### src/rtl/arith_pkg.sv
// Shared arithmetic-lab definitions: divider FSM states, default widths and
// the step-counter width helper.
package arith_pkg;

    localparam int DEF_DIVIDEND_W = 6;
    localparam int DEF_DIVISOR_W  = 3;

    typedef enum logic [1:0] {
        IDLE = 2'd0,
        CALC = 2'd1,
        FIX  = 2'd2,
        DONE = 2'd3
    } div_state_t;

    function automatic int cnt_width(input int dividend_w);
        return $clog2(dividend_w) + 1;
    endfunction

    localparam int CNT_W = cnt_width(DEF_DIVIDEND_W);

endpackage

### src/rtl/signed_sequential_divider_if.sv
// Start/busy/done handshake plus operand and result bundle of the divider.
interface signed_sequential_divider_if
    import arith_pkg::*;
#(
    parameter int DIVIDEND_W = DEF_DIVIDEND_W,
    parameter int DIVISOR_W  = DEF_DIVISOR_W
) ();
    logic                  start;
    logic [DIVIDEND_W-1:0] dividend;
    logic [DIVISOR_W-1:0]  divisor;
    logic                  busy;
    logic                  done;
    logic [DIVIDEND_W-1:0] quotient;
    logic [DIVISOR_W-1:0]  remainder;
    logic                  div_by_zero;
    logic                  overflow;

    modport master (
        output start, dividend, divisor,
        input  busy, done, quotient, remainder, div_by_zero, overflow
    );

    modport slave (
        input  start, dividend, divisor,
        output busy, done, quotient, remainder, div_by_zero, overflow
    );
endinterface

### src/rtl/signed_sequential_divider_div_step.sv
// One combinational restoring-division step on unsigned magnitudes.
module div_step
    import arith_pkg::*;
#(
    parameter int DIVISOR_W = DEF_DIVISOR_W
) (
    input  logic [DIVISOR_W:0] rem,
    input  logic               next_bit,
    input  logic [DIVISOR_W:0] dmag,
    output logic [DIVISOR_W:0] rem_out,
    output logic               q_bit
);
    logic [DIVISOR_W+1:0] shifted;
    logic [DIVISOR_W+1:0] diff;

    // One guard bit above the shifted remainder makes the trial sign exact.
    assign shifted = {rem, next_bit};
    assign diff    = shifted - {1'b0, dmag};
    assign q_bit   = ~diff[DIVISOR_W+1];
    assign rem_out = (DIVISOR_W+1)'(q_bit ? diff : shifted);
endmodule

### src/rtl/signed_sequential_divider.sv
// Iterative signed divider: restoring division on magnitudes, one quotient bit
// per clock, then a sign fix-up stage before the done pulse.
module signed_sequential_divider
    import arith_pkg::*;
#(
    parameter int DIVIDEND_W = DEF_DIVIDEND_W,
    parameter int DIVISOR_W  = DEF_DIVISOR_W
) (
    input  logic                         clk,
    input  logic                         rst_n,
    signed_sequential_divider_if.slave   bus
);
    localparam int CW = cnt_width(DIVIDEND_W);
    localparam logic [DIVIDEND_W-1:0] Q_MIN = {1'b1, {(DIVIDEND_W-1){1'b0}}};

    div_state_t            state_reg, state_next;
    logic [CW-1:0]         cnt_reg, cnt_next;
    logic [DIVIDEND_W:0]   dvd_reg, dvd_next;
    logic [DIVISOR_W:0]    dmag_reg, dmag_next;
    logic [DIVISOR_W:0]    prem_reg, prem_next;
    logic                  sign_q_reg, sign_q_next;
    logic                  sign_r_reg, sign_r_next;
    logic                  busy_reg, busy_next;
    logic                  done_reg, done_next;
    logic [DIVIDEND_W-1:0] quot_reg, quot_next;
    logic [DIVISOR_W-1:0]  rem_reg, rem_next;
    logic                  dbz_reg, dbz_next;
    logic                  ovf_reg, ovf_next;

    logic [DIVIDEND_W:0]   dvd_ext;
    logic [DIVISOR_W:0]    dsr_ext;
    logic [DIVISOR_W:0]    step_rem;
    logic                  step_q;
    logic [DIVIDEND_W-1:0] qmag;
    logic [DIVISOR_W-1:0]  rmag;

    // The extra magnitude bit lets |-2^(W-1)| be held exactly.
    assign dvd_ext = {bus.dividend[DIVIDEND_W-1], bus.dividend};
    assign dsr_ext = {bus.divisor[DIVISOR_W-1], bus.divisor};

    // After DIVIDEND_W shifts the low bits hold the quotient; the top bit is stale.
    assign qmag = DIVIDEND_W'(dvd_reg);
    assign rmag = DIVISOR_W'(prem_reg);

    div_step #(
        .DIVISOR_W (DIVISOR_W)
    ) u_step (
        .rem      (prem_reg),
        .next_bit (dvd_reg[DIVIDEND_W-1]),
        .dmag     (dmag_reg),
        .rem_out  (step_rem),
        .q_bit    (step_q)
    );

    always_comb begin
        state_next  = state_reg;
        cnt_next    = cnt_reg;
        dvd_next    = dvd_reg;
        dmag_next   = dmag_reg;
        prem_next   = prem_reg;
        sign_q_next = sign_q_reg;
        sign_r_next = sign_r_reg;
        busy_next   = busy_reg;
        done_next   = 1'b0;
        quot_next   = quot_reg;
        rem_next    = rem_reg;
        dbz_next    = dbz_reg;
        ovf_next    = ovf_reg;

        case (state_reg)
            IDLE: begin
                // The cycle done is high is still IDLE; a start there is dropped.
                if (bus.start && !done_reg) begin
                    dvd_next    = dvd_ext[DIVIDEND_W] ? -dvd_ext : dvd_ext;
                    dmag_next   = dsr_ext[DIVISOR_W] ? -dsr_ext : dsr_ext;
                    prem_next   = '0;
                    sign_q_next = bus.dividend[DIVIDEND_W-1] ^ bus.divisor[DIVISOR_W-1];
                    sign_r_next = bus.dividend[DIVIDEND_W-1];
                    cnt_next    = '0;
                    busy_next   = 1'b1;
                    dbz_next    = 1'b0;
                    ovf_next    = 1'b0;
                    if (bus.divisor == '0) begin
                        quot_next  = '0;
                        rem_next   = '0;
                        dbz_next   = 1'b1;
                        state_next = DONE;
                    end else begin
                        state_next = CALC;
                    end
                end
            end
            CALC: begin
                dvd_next  = {dvd_reg[DIVIDEND_W-1:0], step_q};
                prem_next = step_rem;
                cnt_next  = cnt_reg + 1'b1;
                if (cnt_reg == CW'(DIVIDEND_W-1)) begin
                    state_next = FIX;
                end
            end
            FIX: begin
                quot_next  = sign_q_reg ? -qmag : qmag;
                rem_next   = sign_r_reg ? -rmag : rmag;
                ovf_next   = (qmag == Q_MIN) && !sign_q_reg;
                state_next = DONE;
            end
            DONE: begin
                done_next  = 1'b1;
                busy_next  = 1'b0;
                state_next = IDLE;
            end
            default: begin
                state_next = IDLE;
            end
        endcase
    end

    always_ff @(posedge clk or negedge rst_n) begin
        if (!rst_n) begin
            state_reg  <= IDLE;
            cnt_reg    <= '0;
            dvd_reg    <= '0;
            dmag_reg   <= '0;
            prem_reg   <= '0;
            sign_q_reg <= 1'b0;
            sign_r_reg <= 1'b0;
            busy_reg   <= 1'b0;
            done_reg   <= 1'b0;
            quot_reg   <= '0;
            rem_reg    <= '0;
            dbz_reg    <= 1'b0;
            ovf_reg    <= 1'b0;
        end else begin
            state_reg  <= state_next;
            cnt_reg    <= cnt_next;
            dvd_reg    <= dvd_next;
            dmag_reg   <= dmag_next;
            prem_reg   <= prem_next;
            sign_q_reg <= sign_q_next;
            sign_r_reg <= sign_r_next;
            busy_reg   <= busy_next;
            done_reg   <= done_next;
            quot_reg   <= quot_next;
            rem_reg    <= rem_next;
            dbz_reg    <= dbz_next;
            ovf_reg    <= ovf_next;
        end
    end

    assign bus.busy        = busy_reg;
    assign bus.done        = done_reg;
    assign bus.quotient    = quot_reg;
    assign bus.remainder   = rem_reg;
    assign bus.div_by_zero = dbz_reg;
    assign bus.overflow    = ovf_reg;
endmodule

### src/flat_wrapper.sv
// flat-port wrapper written by rule: the top's interface ports become plain ports
module signed_sequential_divider_flat import arith_pkg::*;
#(
    parameter int DIVIDEND_W = DEF_DIVIDEND_W,
    parameter int DIVISOR_W  = DEF_DIVISOR_W
)
  (clk, rst_n, bus_start, bus_dividend, bus_divisor, bus_busy, bus_done, bus_quotient, bus_remainder, bus_div_by_zero, bus_overflow);
  signed_sequential_divider_if #(.DIVIDEND_W(DIVIDEND_W), .DIVISOR_W(DIVISOR_W)) bus_i ();
  input  logic clk;
  input  logic rst_n;
  input wire logic [$bits(bus_i.start)-1:0] bus_start;
  input wire logic [$bits(bus_i.dividend)-1:0] bus_dividend;
  input wire logic [$bits(bus_i.divisor)-1:0] bus_divisor;
  output wire logic [$bits(bus_i.busy)-1:0] bus_busy;
  output wire logic [$bits(bus_i.done)-1:0] bus_done;
  output wire logic [$bits(bus_i.quotient)-1:0] bus_quotient;
  output wire logic [$bits(bus_i.remainder)-1:0] bus_remainder;
  output wire logic [$bits(bus_i.div_by_zero)-1:0] bus_div_by_zero;
  output wire logic [$bits(bus_i.overflow)-1:0] bus_overflow;
  assign bus_i.start = bus_start;
  assign bus_i.dividend = bus_dividend;
  assign bus_i.divisor = bus_divisor;
  assign bus_busy = bus_i.busy;
  assign bus_done = bus_i.done;
  assign bus_quotient = bus_i.quotient;
  assign bus_remainder = bus_i.remainder;
  assign bus_div_by_zero = bus_i.div_by_zero;
  assign bus_overflow = bus_i.overflow;
  signed_sequential_divider #(.DIVIDEND_W(DIVIDEND_W), .DIVISOR_W(DIVISOR_W)) u_core (.clk(clk), .rst_n(rst_n), .bus(bus_i));
endmodule
### config.mk
export PLATFORM = sky130hd
export DESIGN_NAME = signed_sequential_divider_flat
export DESIGN_NICKNAME = d
export VERILOG_FILES = /design/src/rtl/arith_pkg.sv /design/src/rtl/signed_sequential_divider_if.sv /design/src/rtl/signed_sequential_divider_div_step.sv /design/src/rtl/signed_sequential_divider.sv /design/src/flat_wrapper.sv
export SDC_FILE = /design/constraint.sdc
export NUM_CORES = 1
export LEC_CHECK = 0
export BUFFER_PORTS_ARGS = -buffer_cell sky130_fd_sc_hd__buf_2
export CAP_MARGIN = 20
export CORE_MARGIN = 2
export CORE_UTILIZATION = 40
export DETAILED_ROUTE_END_ITERATION = 8
export PLACE_DENSITY_LB_ADDON = 0.1
export SETUP_SLACK_MARGIN = 0.3
export SLEW_MARGIN = 25
export SYNTH_ARGS = -nofsm -noshare
export SYNTH_HDL_FRONTEND = slang
export SYNTH_SLANG_ARGS = --single-unit
### constraint.sdc
create_clock -name clk -period 3 [get_ports clk]
set_clock_uncertainty 0.15 [all_clocks]
set_input_delay 0.15 -clock clk [delete_from_list [all_inputs] [get_ports clk]]
set_output_delay 0.15 -clock clk [all_outputs]
set_load 0.01 [all_outputs]
Word-level counts from Yosys, hierarchy flattened
Index checks and enable logic that the tools add are counted.
W data, S select, Z words.
Operators by class
  $add $sub $neg: 6
  $mul: 0
  div/mod/pow operators: 0
  magnitude comparators: 0
  equality and inequality tests: 8
  shifts and indexed selects: 0
  multiplexer cells: 26
  bitwise logic cells: 2
  reductions and logical operators: 15
Operators by type and width (number)
  $mux W6: 5
  $pmux W6 S2: 2
  $pmux W4 S2: 2
  $mux W4: 3
  $neg A6 Y6: 2
  $reduce_and A2 Y1: 5
  $mux W3: 3
  $pmux W2 S4: 1
  $eq A6 B6 Y1 const B: 1
  $mux W2: 3
  $ne A2 B1 Y1 const B: 3
  $pmux W3 S2: 1
  $reduce_bool A2 Y1: 3
  $sub A5 B4 Y5: 1
  $add A4 B1 Y4 const B: 1
  $eq A2 B2 Y1 const B: 2
  $eq A4 B3 Y1 const B: 1
  $mux W1: 4
  $neg A4 Y4: 1
  $pmux W1 S2: 2
  $logic_not A3 Y1: 1
  $neg A3 Y3: 1
  $reduce_and A3 Y1: 1
  $eq A2 B1 Y1 const B: 1
  5 further kinds: 7
Storage, ports and cells
  flip-flop bits (word level): 35
  bits in latches: 0
  memory bits (writable): 0
  ROM bits: 0
  output and inout port bits: 13
  word-level logic and storage cells: 70
  memories: 0

Longest topological paths before layout
  depth after elaboration: 4
  depth in mapped cells: 8
  depth with buffers taken out: 8

By module
A second synthesis with hierarchy kept.
Unflattened totals
  cells, all modules: 209
  area, all modules: 2063.2 um^2
By module, submodules not included
  signed_sequential_divider: instances 1, cells an instance 185, area an instance 1861.8 um^2, sequential area each 875.8 um^2
  div_step: instances 1, cells an instance 24, area an instance 201.4 um^2, sequential area each 0.0 um^2

Least setup slack after synthesis
OpenSTA, ideal clock, no wires.
  kind: flip-flop to flip-flop
  from: reg u_core.dvd_reg[5]
  to: reg u_core.prem_reg[2]
  library setup time: 0.132 ns
  data arrival time: 1.844 ns
  data required time: 2.718 ns
  slack: 0.875 ns
  stages on the path, launching flop included: 9
  period minus slack after synthesis: 2.125 ns
  cells stage by stage: dfrtp_1 -> inv_1 -> ha_1 -> fa_1 -> nand2b_1 -> a21oi_2 -> xnor2_2 -> mux2i_1 -> o21ai_0
On the way
  longest elaborated chain between the ends: 3
Ends and longest elaborated chain
  start, declared: line signed_sequential_divider.sv:18  | logic [DIVIDEND_W:0] dvd_reg, dvd_next;
  start signal, assigned: line signed_sequential_divider.sv:136  | dvd_reg <= dvd_next;
  $sub A5 B4 Y5: line signed_sequential_divider_div_step.sv:18  | assign diff = shifted - {1'b0, dmag};
  $mux W4: line signed_sequential_divider_div_step.sv:20  | assign rem_out = (DIVISOR_W+1)'(q_bit ? diff : shifted);
  $pmux W4 S2: line signed_sequential_divider.sv:70  | case (state_reg)
  end signal, assigned: line signed_sequential_divider.sv:138  | prem_reg <= prem_next;
  end, declared: line signed_sequential_divider.sv:20  | logic [DIVISOR_W:0] prem_reg, prem_next;
No other way between the ends.
A chain may end at the register's enable or synchronous reset.

Final worst setup path
  from: reg u_core.state_reg[0]
  to: reg u_core.quot_reg[0], in the netlist u_core.bus.quotient[0]
On the way
  longest elaborated chain between the ends: 3
Ends and longest elaborated chain
  start, declared: line signed_sequential_divider.sv:16  | div_state_t state_reg, state_next;
  start signal, assigned: line signed_sequential_divider.sv:134  | state_reg <= state_next;
  $logic_not A2 Y1 / $eq A2 B2 Y1 (equally long branches): line signed_sequential_divider.sv:70
  $ne A2 B1 Y1 (no line) / $reduce_bool A2 Y1 (equally long branches)
  $reduce_and A3 Y1 (no line)
  end signal, assigned: line signed_sequential_divider.sv:143  | quot_reg <= quot_next;
  end, declared: line signed_sequential_divider.sv:25  | logic [DIVIDEND_W-1:0] quot_reg, quot_next;
Several ways; a longest one is shown, not always the timed one.

==> results.md <==
- Final Net Count: 275
- WL final: 4.290 mm
- Arrival time worst endpoint: 2.37 ns
- Synth top area cells: dfrtp_1 (43%), ha_1 (9.2%), nand2_1 (6.1%), o21ai_0 (5.7%), a21oi_1 (4.2%)
- Min-Delay Startpoint: bus_divisor[0]
- GR Overflow Total: 0
- Share of cells above drive strength 1: 15.04%
- Peak supply drop: 0.5119 mV
- GRT Util Overall: 17.59%
- Antenna Cells: 0
- Relative slew margins: 38.34%
- DR WL met2: 1.922 mm
- Top cells by count, synth: dfrtp_1 (35), nand2_1 (33), o21ai_0 (23)
- Worst endpoint required time: 3.04 ns
- Max layer used: met4
- Post-detail-place hpwl: 3.202 mm
- Max Freq: 0.4299 GHz
- Tcrit/Tclk final: 77.53%
- Dpl cells: 305
- Vias/cell: 5.064
- Final critical-path required period: 2.326 ns
- Pre-antenna DRT Iters: 4
- Most numerous cell in the Yosys netlist: dfrtp_1
- Cell variety after synth: 39
- Final Wtd Congestion: 0.7702
- Die X: 75.34 um
- Max-cap violation count: 0
- Initial core utilization: 42.26%
- CP Launch Type: register
- Core ar.: 4817 um^2
- Via count: 1,585
- First-pass GRT wire length: 7.320 mm
- Asr flop ratio synth: 100.0%
- Status: finished, final reports clean
- Crit path max fanout: 14
- Static leakage: 1.071 nW
- Hold_ws: 0.006634 ns
- Yosys top cell area share: 43.02%
- Final std cells w/o fill: 313
- Critical path origin: u_core.state_reg[0]$_DFFE_PN0P_
- Worst slack at placement: 0.6639 ns
- Wire per inst: 13.71 um
- Worst Hold Class: in -> reg
- Worst Tran Pin Value: 0.9213 ns
- Final Hold Vio Count: 0
- Initial antenna violation count: 0
- Layout Area Growth over Synthesis: 12.85%
- Final setup viols: 0
- CTS tree: yes
- WP depth: 6
- CTS-repair resized insts: 0
- Syn avg cell area: 9.253 um^2
- Total power draw: 2.401 mW
- Antenna-violating nets left: 0
- Worst r2r src: u_core.state_reg[0]$_DFFE_PN0P_
- Port Buffers: 24
- Unrepaired setup endpoints after global routing: no
- I/O pin cnt: 25
- Max-slew violation count: 0
- Worst Path Class, Setup: reg -> reg
- Final Util: 47.69%
- Iteration-0 DRC Markers: 136
- Setup bufs post-CTS: 0
- Clk_lat worst skew: 0.28 ns
- Clock slew seen by the registers of the worst setup and hold paths: 0.06 ns
- R2r worst-path depth: 6
- Clock Tree Root: clkbuf_8
- Crit end category: register
- DRC viols: 0
- Fill count: 496
- Synth Net Count: 248
- Mapped Area: 2036 um^2
- Synth Flop Type: dfrtp_1
- Final Worst Setup Slack: 0.6740 ns
- Largest delay contributor family on the critical path: compound AO/OA/AOI/OAI gates
- Synth Warn #: 0
- Pwr dens: 1045 nW/um^2
- Total CTS buffers: 5
- Final Cell Area: 2297 um^2
- Placed instance area: 2205 um^2
- Largest net degree at the start of global routing: 36
- Clk sinks: 35
- Synthesized instance count: 220
- Setup TNS: 0 ns
- Vias in the first global route: 1,542
- WHS Path Cells: 3
- Clock Path Buffers: 2
- Critical-path cell list: inv_1, ha_1, nand2_2, a2bb2oi_1, nand2_1, o31ai_2
- Worst path bufs/invs: 1
- Hold_buf cts: 2
- Crit-path max cell delay: 0.79 ns
- Number of flops mapped to enable cells by yosys: 0
- Met3 Wirelength: 139 um
- Sequential area share after synthesis: 43.02%
- Area leader, netlist: dfrtp_1
- Yosys reg bits: 35
- Met1 Wirelength: 2.148 mm
- Die H: 75.34 um
- DIE AREA: 5676 um^2
- # rows: 25
- H-tree Lvls: 2
- Slowest CP cell: a2bb2oi_1
[layout make-up]
| cell class | count | area [um^2] | area share (%) |
|---|---|---|---|
| clock buffers | 6 | 72.57 | 3.159 |
| flip-flops and latches | 35 | 875.8 | 38.13 |
| inverters | 19 | 71.32 | 3.105 |
| multi-input cells | 159 | 1046 | 45.53 |
| repair buffers | 27 | 147.6 | 6.427 |
| well taps | 67 | 83.83 | 3.649 |
[cells in the final DEF, fill, tap and decap left out, drive strengths merged, types with 5 or more instances in the layout]
master,n
dfrtp,35
nand2,34
buf,25
o21ai,24
inv,19
a21oi,18
ha,15
mux2i,7
nor3,7
xnor2,7
nor2,6
clkbuf,6
xor2,5
[kinds of logic (layout without fill, tap and decap cells)]
logic type	after synthesis	count (layout)	synth area share, %
simple gates	64	64	14.38
flops	35	35	43.02
compound gates	59	59	17.27
fa+ha+maj	16	16	10.20
xor+xnor	12	12	5.532
mux	8	8	3.995
buf+inv	26	52	5.593
[where the power goes]
part / leakage (nW) / internal [mW] / switching, mW / total, mW
Sequential: 0.443 / 0.675 / 0.180 / 0.855
Clock: 0.0371 / 0.155 / 0.159 / 0.313
Combinational: 0.591 / 0.507 / 0.726 / 1.23
[final timing paths]
path | to | slack [ns]
setup / recovery | u_core.bus.quotient[0]$_DFFE_PN0P_ | 0.67
hold / removal | u_core.dmag_reg[0]$_DFFE_PN0P_ | 0.007
setup reg to reg | u_core.bus.quotient[0]$_DFFE_PN0P_ | 0.67
hold reg to reg | u_core.bus.quotient[1]$_DFFE_PN0P_ | 0.32
max in group asynchronous | u_core.cnt_reg[2]$_DFFE_PN0P_ | 1.87
min in group asynchronous | u_core.prem_reg[2]$_DFFE_PN0P_ | 0.34
[layer usage]
metal / up-vias / global-route usage (%)
li1: 810 / -
met1: 734 / 23.59
met2: 34 / 27.63
met3: 7 / 3.571
met4: 0 / 7.797
met5: - / 0
[worst register-to-register path: stages, from the launching register on]
cell	delay [ns]
dfrtp_1	0.37
inv_1	0.09
ha_1	0.34
nand2_2	0.26
a2bb2oi_1	0.79
nand2_1	0.15
o31ai_2	0.09
Power figures use the tool's default switching activity.
